--- config.mk ---
export PLATFORM = sky130hd
export DESIGN_NAME = inst_fetch_flat
export DESIGN_NICKNAME = d
export VERILOG_FILES = /design/src/rtl/inst_fetch_if.sv /design/src/rtl/inst_fetch.sv /design/src/flat_wrapper.sv
export SDC_FILE = /design/constraint.sdc
export NUM_CORES = 1
export LEC_CHECK = 0
export CAP_MARGIN = 5
export CORE_ASPECT_RATIO = 1.2
export CORE_MARGIN = 1.5
export CORE_UTILIZATION = 39
export DETAILED_ROUTE_END_ITERATION = 16
export PLACE_DENSITY = 0.77
export SLEW_MARGIN = 20
export SYNTH_ARGS = -nofsm -noshare
export SYNTH_HDL_FRONTEND = slang
export SYNTH_SLANG_ARGS = --single-unit
--- constraint.sdc ---
create_clock -name clk -period 1.39 [get_ports clk]
set_input_delay 0.139 -clock clk [delete_from_list [all_inputs] [get_ports clk]]
set_output_delay 0.139 -clock clk [all_outputs]
set_load 0.1 [all_outputs]
--- src/rtl/inst_fetch_if.sv ---
// Memory-side request/grant/read-data port of the instruction-fetch stage.
// master = fetch stage, slave = instruction memory.
interface inst_fetch_if #(
   parameter int unsigned ADDR_W = 32
);
   logic              mem_req;
   logic [ADDR_W-1:0] mem_addr;
   logic              mem_gnt;
   logic              mem_rvalid;
   logic [31:0]       mem_rdata;

   modport master (
      output mem_req,
      output mem_addr,
      input  mem_gnt,
      input  mem_rvalid,
      input  mem_rdata
   );

   modport slave (
      input  mem_req,
      input  mem_addr,
      output mem_gnt,
      output mem_rvalid,
      output mem_rdata
   );
endinterface

--- src/rtl/inst_fetch.sv ---
// Instruction-fetch stage: one outstanding req/gnt/rvalid fetch, valid/ready output register, flush.
// Optional one-entry last-fetch buffer enabled by defining IF_LAST_HIT_EN.
module inst_fetch #(
   parameter int unsigned ADDR_W   = 32,
   parameter logic [31:0] NOP_INST = 32'h00000000
) (
   input  logic        clk,
   input  logic        rst_n,
   input  logic [31:0] pc,
   input  logic        pc_valid,
   output logic        pc_ack,
   input  logic        flush,
   inst_fetch_if.master mem,
   output logic [31:0] inst,
   output logic [31:0] inst_pc,
   output logic        inst_valid,
   input  logic        inst_ready,
   output logic        fetch_busy
);

   typedef enum logic [2:0] {IDLE, REQ, WAIT, DRAIN, HOLD} state_t;

   state_t      state_q, state_d;
   logic [31:0] addr_q;
   logic [31:0] inst_q;
   logic        load_pc, capture, take_hit, drop_valid, hit_now;

`ifdef IF_LAST_HIT_EN
   logic        hit_v;
   logic [31:0] hit_pc;
   logic [31:0] hit_inst;

   assign hit_now = hit_v && (pc == hit_pc);

   always_ff @(posedge clk or negedge rst_n) begin
      if (!rst_n) begin
         hit_v    <= 1'b0;
         hit_pc   <= '0;
         hit_inst <= '0;
      end else if (flush) begin
         hit_v <= 1'b0;
      end else if (capture) begin
         hit_v    <= 1'b1;
         hit_pc   <= addr_q;
         hit_inst <= mem.mem_rdata;
      end
   end
`else
   assign hit_now = 1'b0;
`endif

   always_ff @(posedge clk or negedge rst_n) begin
      if (!rst_n) state_q <= IDLE;
      else        state_q <= state_d;
   end

   always_comb begin
      state_d    = state_q;
      pc_ack     = 1'b0;
      mem.mem_req = 1'b0;
      load_pc    = 1'b0;
      capture    = 1'b0;
      take_hit   = 1'b0;
      drop_valid = 1'b0;
      case (state_q)
         IDLE: begin
            if (!flush && pc_valid) begin
               pc_ack  = 1'b1;
               load_pc = 1'b1;
               if (hit_now) begin
                  take_hit = 1'b1;
                  state_d  = HOLD;
               end else begin
                  state_d  = REQ;
               end
            end
         end
         REQ: begin
            // req stays up even under flush so a same-cycle grant is still tracked
            mem.mem_req = 1'b1;
            if (flush)            state_d = mem.mem_gnt ? DRAIN : IDLE;
            else if (mem.mem_gnt) state_d = WAIT;
         end
         WAIT: begin
            if (flush) begin
               state_d = mem.mem_rvalid ? IDLE : DRAIN;
            end else if (mem.mem_rvalid) begin
               capture = 1'b1;
               state_d = HOLD;
            end
         end
         HOLD: begin
            if (flush) begin
               drop_valid = 1'b1;
               state_d    = IDLE;
            end else if (inst_ready) begin
               drop_valid = 1'b1;
               state_d    = IDLE;
               if (pc_valid) begin
                  pc_ack  = 1'b1;
                  load_pc = 1'b1;
                  if (hit_now) begin
                     take_hit = 1'b1;
                     state_d  = HOLD;
                  end else begin
                     state_d  = REQ;
                  end
               end
            end
         end
         DRAIN: begin
            // the orphaned response ends the drain even if another flush arrives with it
            if (mem.mem_rvalid) state_d = IDLE;
         end
         default: state_d = IDLE;
      endcase
   end

   always_ff @(posedge clk or negedge rst_n) begin
      if (!rst_n) begin
         addr_q     <= '0;
         inst_q     <= NOP_INST;
         inst_pc    <= '0;
         inst_valid <= 1'b0;
      end else begin
         if (load_pc) addr_q <= pc;
         if (capture) begin
            inst_q     <= mem.mem_rdata;
            inst_pc    <= addr_q;
            inst_valid <= 1'b1;
         end else if (take_hit) begin
`ifdef IF_LAST_HIT_EN
            inst_q     <= hit_inst;
`endif
            inst_pc    <= pc;
            inst_valid <= 1'b1;
         end else if (drop_valid) begin
            inst_q     <= NOP_INST;
            inst_valid <= 1'b0;
         end
      end
   end

   assign mem.mem_addr = ADDR_W'({addr_q, 2'b00});
   assign inst         = inst_q;
   assign fetch_busy   = (state_q != IDLE);

endmodule

--- src/flat_wrapper.sv ---
// flat-port wrapper written by rule: the top's interface ports become plain ports
module inst_fetch_flat 
#(
   parameter int unsigned ADDR_W   = 32,
   parameter logic [31:0] NOP_INST = 32'h00000000
)
  (clk, rst_n, pc, pc_valid, pc_ack, flush, inst, inst_pc, inst_valid, inst_ready, fetch_busy, mem_mem_req, mem_mem_addr, mem_mem_gnt, mem_mem_rvalid, mem_mem_rdata);
  inst_fetch_if #(.ADDR_W(ADDR_W)) mem_i ();
  input  logic clk;
  input  logic rst_n;
  input  logic [31:0] pc;
  input  logic pc_valid;
  output logic pc_ack;
  input  logic flush;
  output logic [31:0] inst;
  output logic [31:0] inst_pc;
  output logic inst_valid;
  input  logic inst_ready;
  output logic fetch_busy;
  output wire logic [$bits(mem_i.mem_req)-1:0] mem_mem_req;
  output wire logic [$bits(mem_i.mem_addr)-1:0] mem_mem_addr;
  input wire logic [$bits(mem_i.mem_gnt)-1:0] mem_mem_gnt;
  input wire logic [$bits(mem_i.mem_rvalid)-1:0] mem_mem_rvalid;
  input wire logic [$bits(mem_i.mem_rdata)-1:0] mem_mem_rdata;
  assign mem_mem_req = mem_i.mem_req;
  assign mem_mem_addr = mem_i.mem_addr;
  assign mem_i.mem_gnt = mem_mem_gnt;
  assign mem_i.mem_rvalid = mem_mem_rvalid;
  assign mem_i.mem_rdata = mem_mem_rdata;
  inst_fetch #(.ADDR_W(ADDR_W), .NOP_INST(NOP_INST)) u_core (.clk(clk), .rst_n(rst_n), .pc(pc), .pc_valid(pc_valid), .pc_ack(pc_ack), .flush(flush), .mem(mem_i), .inst(inst), .inst_pc(inst_pc), .inst_valid(inst_valid), .inst_ready(inst_ready), .fetch_busy(fetch_busy));
endmodule
==> results.json, run 1 <==
{
  "max_freq_ghz": 0.614,
  "drc": 0,
  "critPathLaunch": "u_core.state_q[1]",
  "avgSynthCellArea_sq_um": 14.6,
  "grt_overflow": 0,
  "final_cell_area_sq_um": 7740,
  "setup_violations": 101,
  "first_pass_iters": 5,
  "cts_sinks": 100,
  "drt_iter0_drc": 86,
  "layout-drive-gt1-share_pct": 52.3,
  "use_met2_pct": 37.9,
  "setup_tns_ns": -16.99,
  "multi_input_area_sq_um": 1460,
  "cts_tree": "done",
  "final_common_cell": "buf_12",
  "use_met1_pct": 24.2,
  "htree_levels": 3,
  "grt_start_max_net_pins": 41,
  "area_growth_pct": 87.6,
  "antenna_found_initial": 0,
  "layout.nets": 531,
  "outcome": "complete, but fails checks",
  "placed_area_sq_um": 6870,
  "ff2ff_setup_slack_ns": -0.23,
  "track_usage_pct": 21.0,
  "min_period_ns": 1.63,
  "r2r-start": "u_core.state_q[0]",
  "row_count": 40,
  "root_buffer": "clkbuf_16",
  "fill_cells": 591,
  "r2r_cells": 6,
  "wirelength_microns": 11700,
  "cp_slowest_cell": "dfrtp_1",
  "grt-busiest-layer": "met2",
  "r2r-end": "u_core.inst_pc[6]",
  "crit_end": "pc_ack",
  "clk_pin_slew_ns": 0.06,
  "yosysSeqAreaShare_pct": 60.6,
  "hold_violations": 0,
  "wl_per_cell_microns": 19.7,
  "slew_violations": 0,
  "place_ws_ns": -0.386,
  "gr-usage-met3_pct": 5.43,
  "cts_max_path_buffers": 2,
  "synth_warnings": 0,
  "grt_pass1_vias": 3203,
  "crit_top_cell": "buf_12",
  "worstPathArrival_ns": 1.49,
  "setup_slack_ns": -0.240,
  "ff_latch_area_sq_um": 2500,
  "dp_hpwl_microns": 7570,
  "netlist_instances": 282,
  "rsz0062_at_grt": "true",
  "synth_seq_cells": 100,
  "netlist_area_sq_um": 4130,
  "start_util_pct": 40.6,
  "antenna_cells": 0,
  "tightest_slew_ns": 0.524,
  "fp.dieArea_sq_um": 11200,
  "critPathMaxStageDelay_ns": 0.39,
  "ios": 171,
  "io_buffer_count": 168,
  "layout_common_cells": "buf_12 (108), dfrtp_1 (99), clkdlybuf4s50_1 (69)",
  "critical_path.endpoint_type": "primary output",
  "path_class": "flip-flop to primary output",
  "die_y_microns": 116,
  "place_congestion": 0.810,
  "utilization_pct": 76.2,
  "maxSlewHeadroom_pct": 64.7,
  "numCtsBuffers": 9,
  "cp.required_ns": 1.25,
  "startpoint_type": "flip-flop",
  "dieWidth_microns": 96.9,
  "ant_nets": 0,
  "worstPathCellList": "buf_6 -> nor2_4 -> nand4b_4 -> buf_12 -> clkinvlp_4 -> buf_12",
  "critPathMaxFanout": 3,
  "fin_skew_ns": 0.0104,
  "hp-class": "input port to async pin",
  "cap_viol_max_count": 0,
  "dr_total_vias": 3002,
  "ys_types": 26,
  "grt_pass1_wl_microns": 18100,
  "clock_latency_ns": 0.34,
  "violations": "negative setup slack",
  "viasPerCell": 5.08,
  "design.core.area_sq_um": 10200,
  "period_share_pct": 117
}
-- per-stage QoR --
step | instances | hold slack [ns]
final | 591 | 0.264
after floorplan | 283 | -0.157
after global placement | 551 | 0.0758
after CTS | 585 | 0.260
after global routing | 591 | 0.288
after detailed placement | 551 | 0.0814
-- routing by layer --
| layer | vias to the layer above | wire length (microns) | share of wire [%] |
|---|---|---|---|
| met5 | - | 0 | 0 |
| met4 | 0 | 196 | 1.7 |
| met3 | 16 | 746 | 6.4 |
| met2 | 142 | 6330 | 54 |
| met1 | 1505 | 4390 | 38 |
| li1 | 1339 | - | - |
-- Yosys cell counts (all sizes together) --
cell type	count	area share, %
dfrtp	100	61
mux2	65	18
buf	47	8.1
a22o	32	6.8
nand2b	6	0.91
inv	4	0.36
nor2	4	0.55
nand2	3	0.27
o21ai	3	0.36
o22ai	3	0.45
a32oi	2	0.42
clkbuf	2	0.18
nor3b	2	0.36
a32o	1	0.24
conb	1	0.091
nand3b	1	0.49
nand4b	1	0.58
nor2b	1	0.15
nor3	1	0.24
o31ai	1	0.18
o41ai	1	0.21
or3	1	0.15
-- cells by family (layout without fill, tap and decap cells) --
group	Yosys count	after routing	synth area share, %
mux	65	65	18.3
simple gates	20	20	3.70
other cells	1	2	0.0909
flops	100	100	60.6
compound gates	43	43	8.67
buf+inv	53	235	8.61
-- worst max-delay path: cells and delay by family (launching register included) --
family	cells	cell delay (ns)
simple gates	2	0.25
buf+inv	4	0.52
flops	1	0.39
-- cell type report --
class                           instances  area share (%)
Timing Repair Buffer                  215            42.6
Multi-Input combinational cell        130            18.9
Sequential cell                       100            32.3
Clock buffer                           12            3.31
Inverter                                4           0.242
Tap cell                              126            2.04
Clock inverter                          4           0.614
-- flip-flops by register name (all words and copies together) (netlist names) --
| name | flops |
|---|---|
| u_core.addr_q | 32 |
| u_core.inst | 32 |
| u_core.inst_pc | 32 |
| u_core.inst_valid | 1 |
| u_core.state_q | 3 |
-- how the worst min path moves through the flow --
stage	startpoint	end	slack, ns	cells past startpoint
6_report	rst_n	u_core.inst[4]	0.26	2
5_1_grt	rst_n	u_core.inst[4]	0.29	2
3_5_place_dp	rst_n	u_core.inst[10]	0.08	1
4_1_cts	rst_n	u_core.inst[10]	0.26	2
3_3_place_gp	rst_n	u_core.inst[6]	0.08	1
2_1_floorplan	rst_n	u_core.addr_q[0]	-0.16	0
-- timing repair --
| item | in CTS | in global routing |
|---|---|---|
| pin swaps | 5 | 8 |
| endpoints found under the hold margin | 25 | 0 |
| buffers inserted | 12 | 9 |
| endpoints found under the setup margin | 100 | 102 |
| hold buffers | 1 | 0 |
| resized for setup | 32 | 36 |
| cloned | 5 | 2 |
Power of run 1 is not shown: default switching activity piles up to over one toggle a cycle in this logic, so the estimate is an artifact.
==> inputs of run 2 (changes only) <==
--- a/config.mk
+++ b/config.mk
@@ -9,6 +9,7 @@
 export CORE_ASPECT_RATIO = 1.2
 export CORE_MARGIN = 1.5
 export CORE_UTILIZATION = 39
+export CTS_BUF_LIST = sky130_fd_sc_hd__clkbuf_16
 export DETAILED_ROUTE_END_ITERATION = 16
 export PLACE_DENSITY = 0.77
 export SLEW_MARGIN = 20
==> results.json, run 2 (synthesized netlist as in run 1, its figures left out) <==
{
  "grt_pass1_wl_microns": 17300,
  "r2r-end": "u_core.inst[29]",
  "row_count": 40,
  "r2r_cells": 8,
  "tightest_slew_ns": 0.517,
  "setup_violations": 101,
  "worstPathArrival_ns": 1.88,
  "r2r-start": "u_core.state_q[1]",
  "cts_max_path_buffers": 2,
  "wirelength_microns": 11800,
  "cts_tree": "done",
  "ff2ff_setup_slack_ns": -0.27,
  "rsz0062_at_grt": "true",
  "violations": "negative setup slack",
  "start_util_pct": 40.6,
  "ant_nets": 0,
  "grt_pass1_vias": 3196,
  "antenna_found_initial": 0,
  "cp.required_ns": 1.61,
  "ios": 171,
  "max_freq_ghz": 0.604,
  "dieWidth_microns": 96.9,
  "fp.dieArea_sq_um": 11200,
  "cts_sinks": 100,
  "first_pass_iters": 4,
  "track_usage_pct": 19.9,
  "hold_violations": 0,
  "drt_iter0_drc": 116,
  "fin_skew_ns": 0.00761,
  "drc": 0,
  "path_class": "flip-flop to flip-flop",
  "cap_viol_max_count": 0,
  "outcome": "complete, but fails checks",
  "viasPerCell": 5.05,
  "final_common_cell": "buf_12",
  "dr_total_vias": 3005,
  "slew_violations": 0,
  "layout.nets": 535,
  "layout_common_cells": "buf_12 (107), dfrtp_1 (99), clkdlybuf4s50_1 (69)",
  "setup_slack_ns": -0.265,
  "critical_path.endpoint_type": "flip-flop",
  "dp_hpwl_microns": 7570,
  "critPathMaxFanout": 16,
  "maxSlewHeadroom_pct": 65.2,
  "clk_pin_slew_ns": 0.07,
  "grt_start_max_net_pins": 41,
  "htree_levels": 3,
  "area_growth_pct": 88.4,
  "numCtsBuffers": 9,
  "min_period_ns": 1.66,
  "holdWs_ns": 0.265,
  "placed_area_sq_um": 6870,
  "final_cell_area_sq_um": 7780,
  "design.core.area_sq_um": 10200,
  "grt_overflow": 0,
  "startpoint_type": "flip-flop",
  "die_y_microns": 116,
  "clock_latency_ns": 0.34,
  "place_congestion": 0.810,
  "place_ws_ns": -0.386,
  "wl_per_cell_microns": 19.8,
  "io_buffer_count": 168,
  "antenna_cells": 0,
  "period_share_pct": 119,
  "hp-class": "input port to async pin",
  "root_buffer": "clkbuf_16",
  "layout-drive-gt1-share_pct": 52.5
}
[run 2: cell types whose count changed in the layout (fill, tap and decap cells not counted), sizes merged]
cell    change
inv         +1
buf         +2
clkbuf      -1
clkinv      +2
[run 2: critical path, stage by stage, from the launching register on]
cell,delay [ns]
dfrtp_1,0.39
buf_4,0.15
nand3b_4,0.10
nor3_4,0.05
buf_4,0.14
buf_4,0.14
buf_16,0.15
clkbuf_16,0.16
a22o_1,0.25
[run 2: worst max-delay path by stage]
stage                            from            endpoint  slack [ns]  depth (start not counted)
floorplan           u_core.state_q[2]  u_core.inst_pc[12]       -0.12                          5
global placement                flush   u_core.state_q[0]       -0.33                          6
detailed placement              flush   u_core.state_q[0]       -0.39                          6
CTS                 u_core.state_q[1]              pc_ack       -0.30                          6
global route        u_core.state_q[1]     u_core.inst[29]       -0.30                          8
finish              u_core.state_q[1]     u_core.inst[29]       -0.27                          8
[run 2: stage by stage]
step / std cells / setup TNS, ns / utilization, %
3_5_place_dp: 551 / -31.37 / 67.6
2_1_floorplan: 283 / -2.69 / -
6_report: 595 / -17.83 / 76.5
5_1_grt: 595 / -21.47 / 76.5
3_3_place_gp: 551 / -27.41 / 67.6
4_1_cts: 583 / -18.89 / 73.4
[run 2: repair_timing]
item	in CTS	in global routing
buffers inserted	12	11
pin swaps	5	9
resized for setup	26	44
endpoints found under the hold margin	25	0
gates cloned	3	5
hold buffers	1	0
endpoints found under the setup margin	100	102
[run 2: area by class of cell]
class                   instances  area [sq um]
inverters                       4          18.8
flip-flops and latches        100          2500
well taps                     126           158
repair buffers                219          3340
clock buffers                   9           225
clock inverters                 7          58.8
fillers                       570          2380
multi-input cells             130          1470
[run 2: metal layers]
metal | track usage [%] | vias up | part of all wire (%)
met5 | 0 | - | 0
met4 | 7.63 | 0 | 2.4
met3 | 7.06 | 25 | 6.9
met2 | 34.6 | 135 | 53
met1 | 22.6 | 1504 | 37
li1 | - | 1341 | -
Power of run 2 is left out for the same reason.
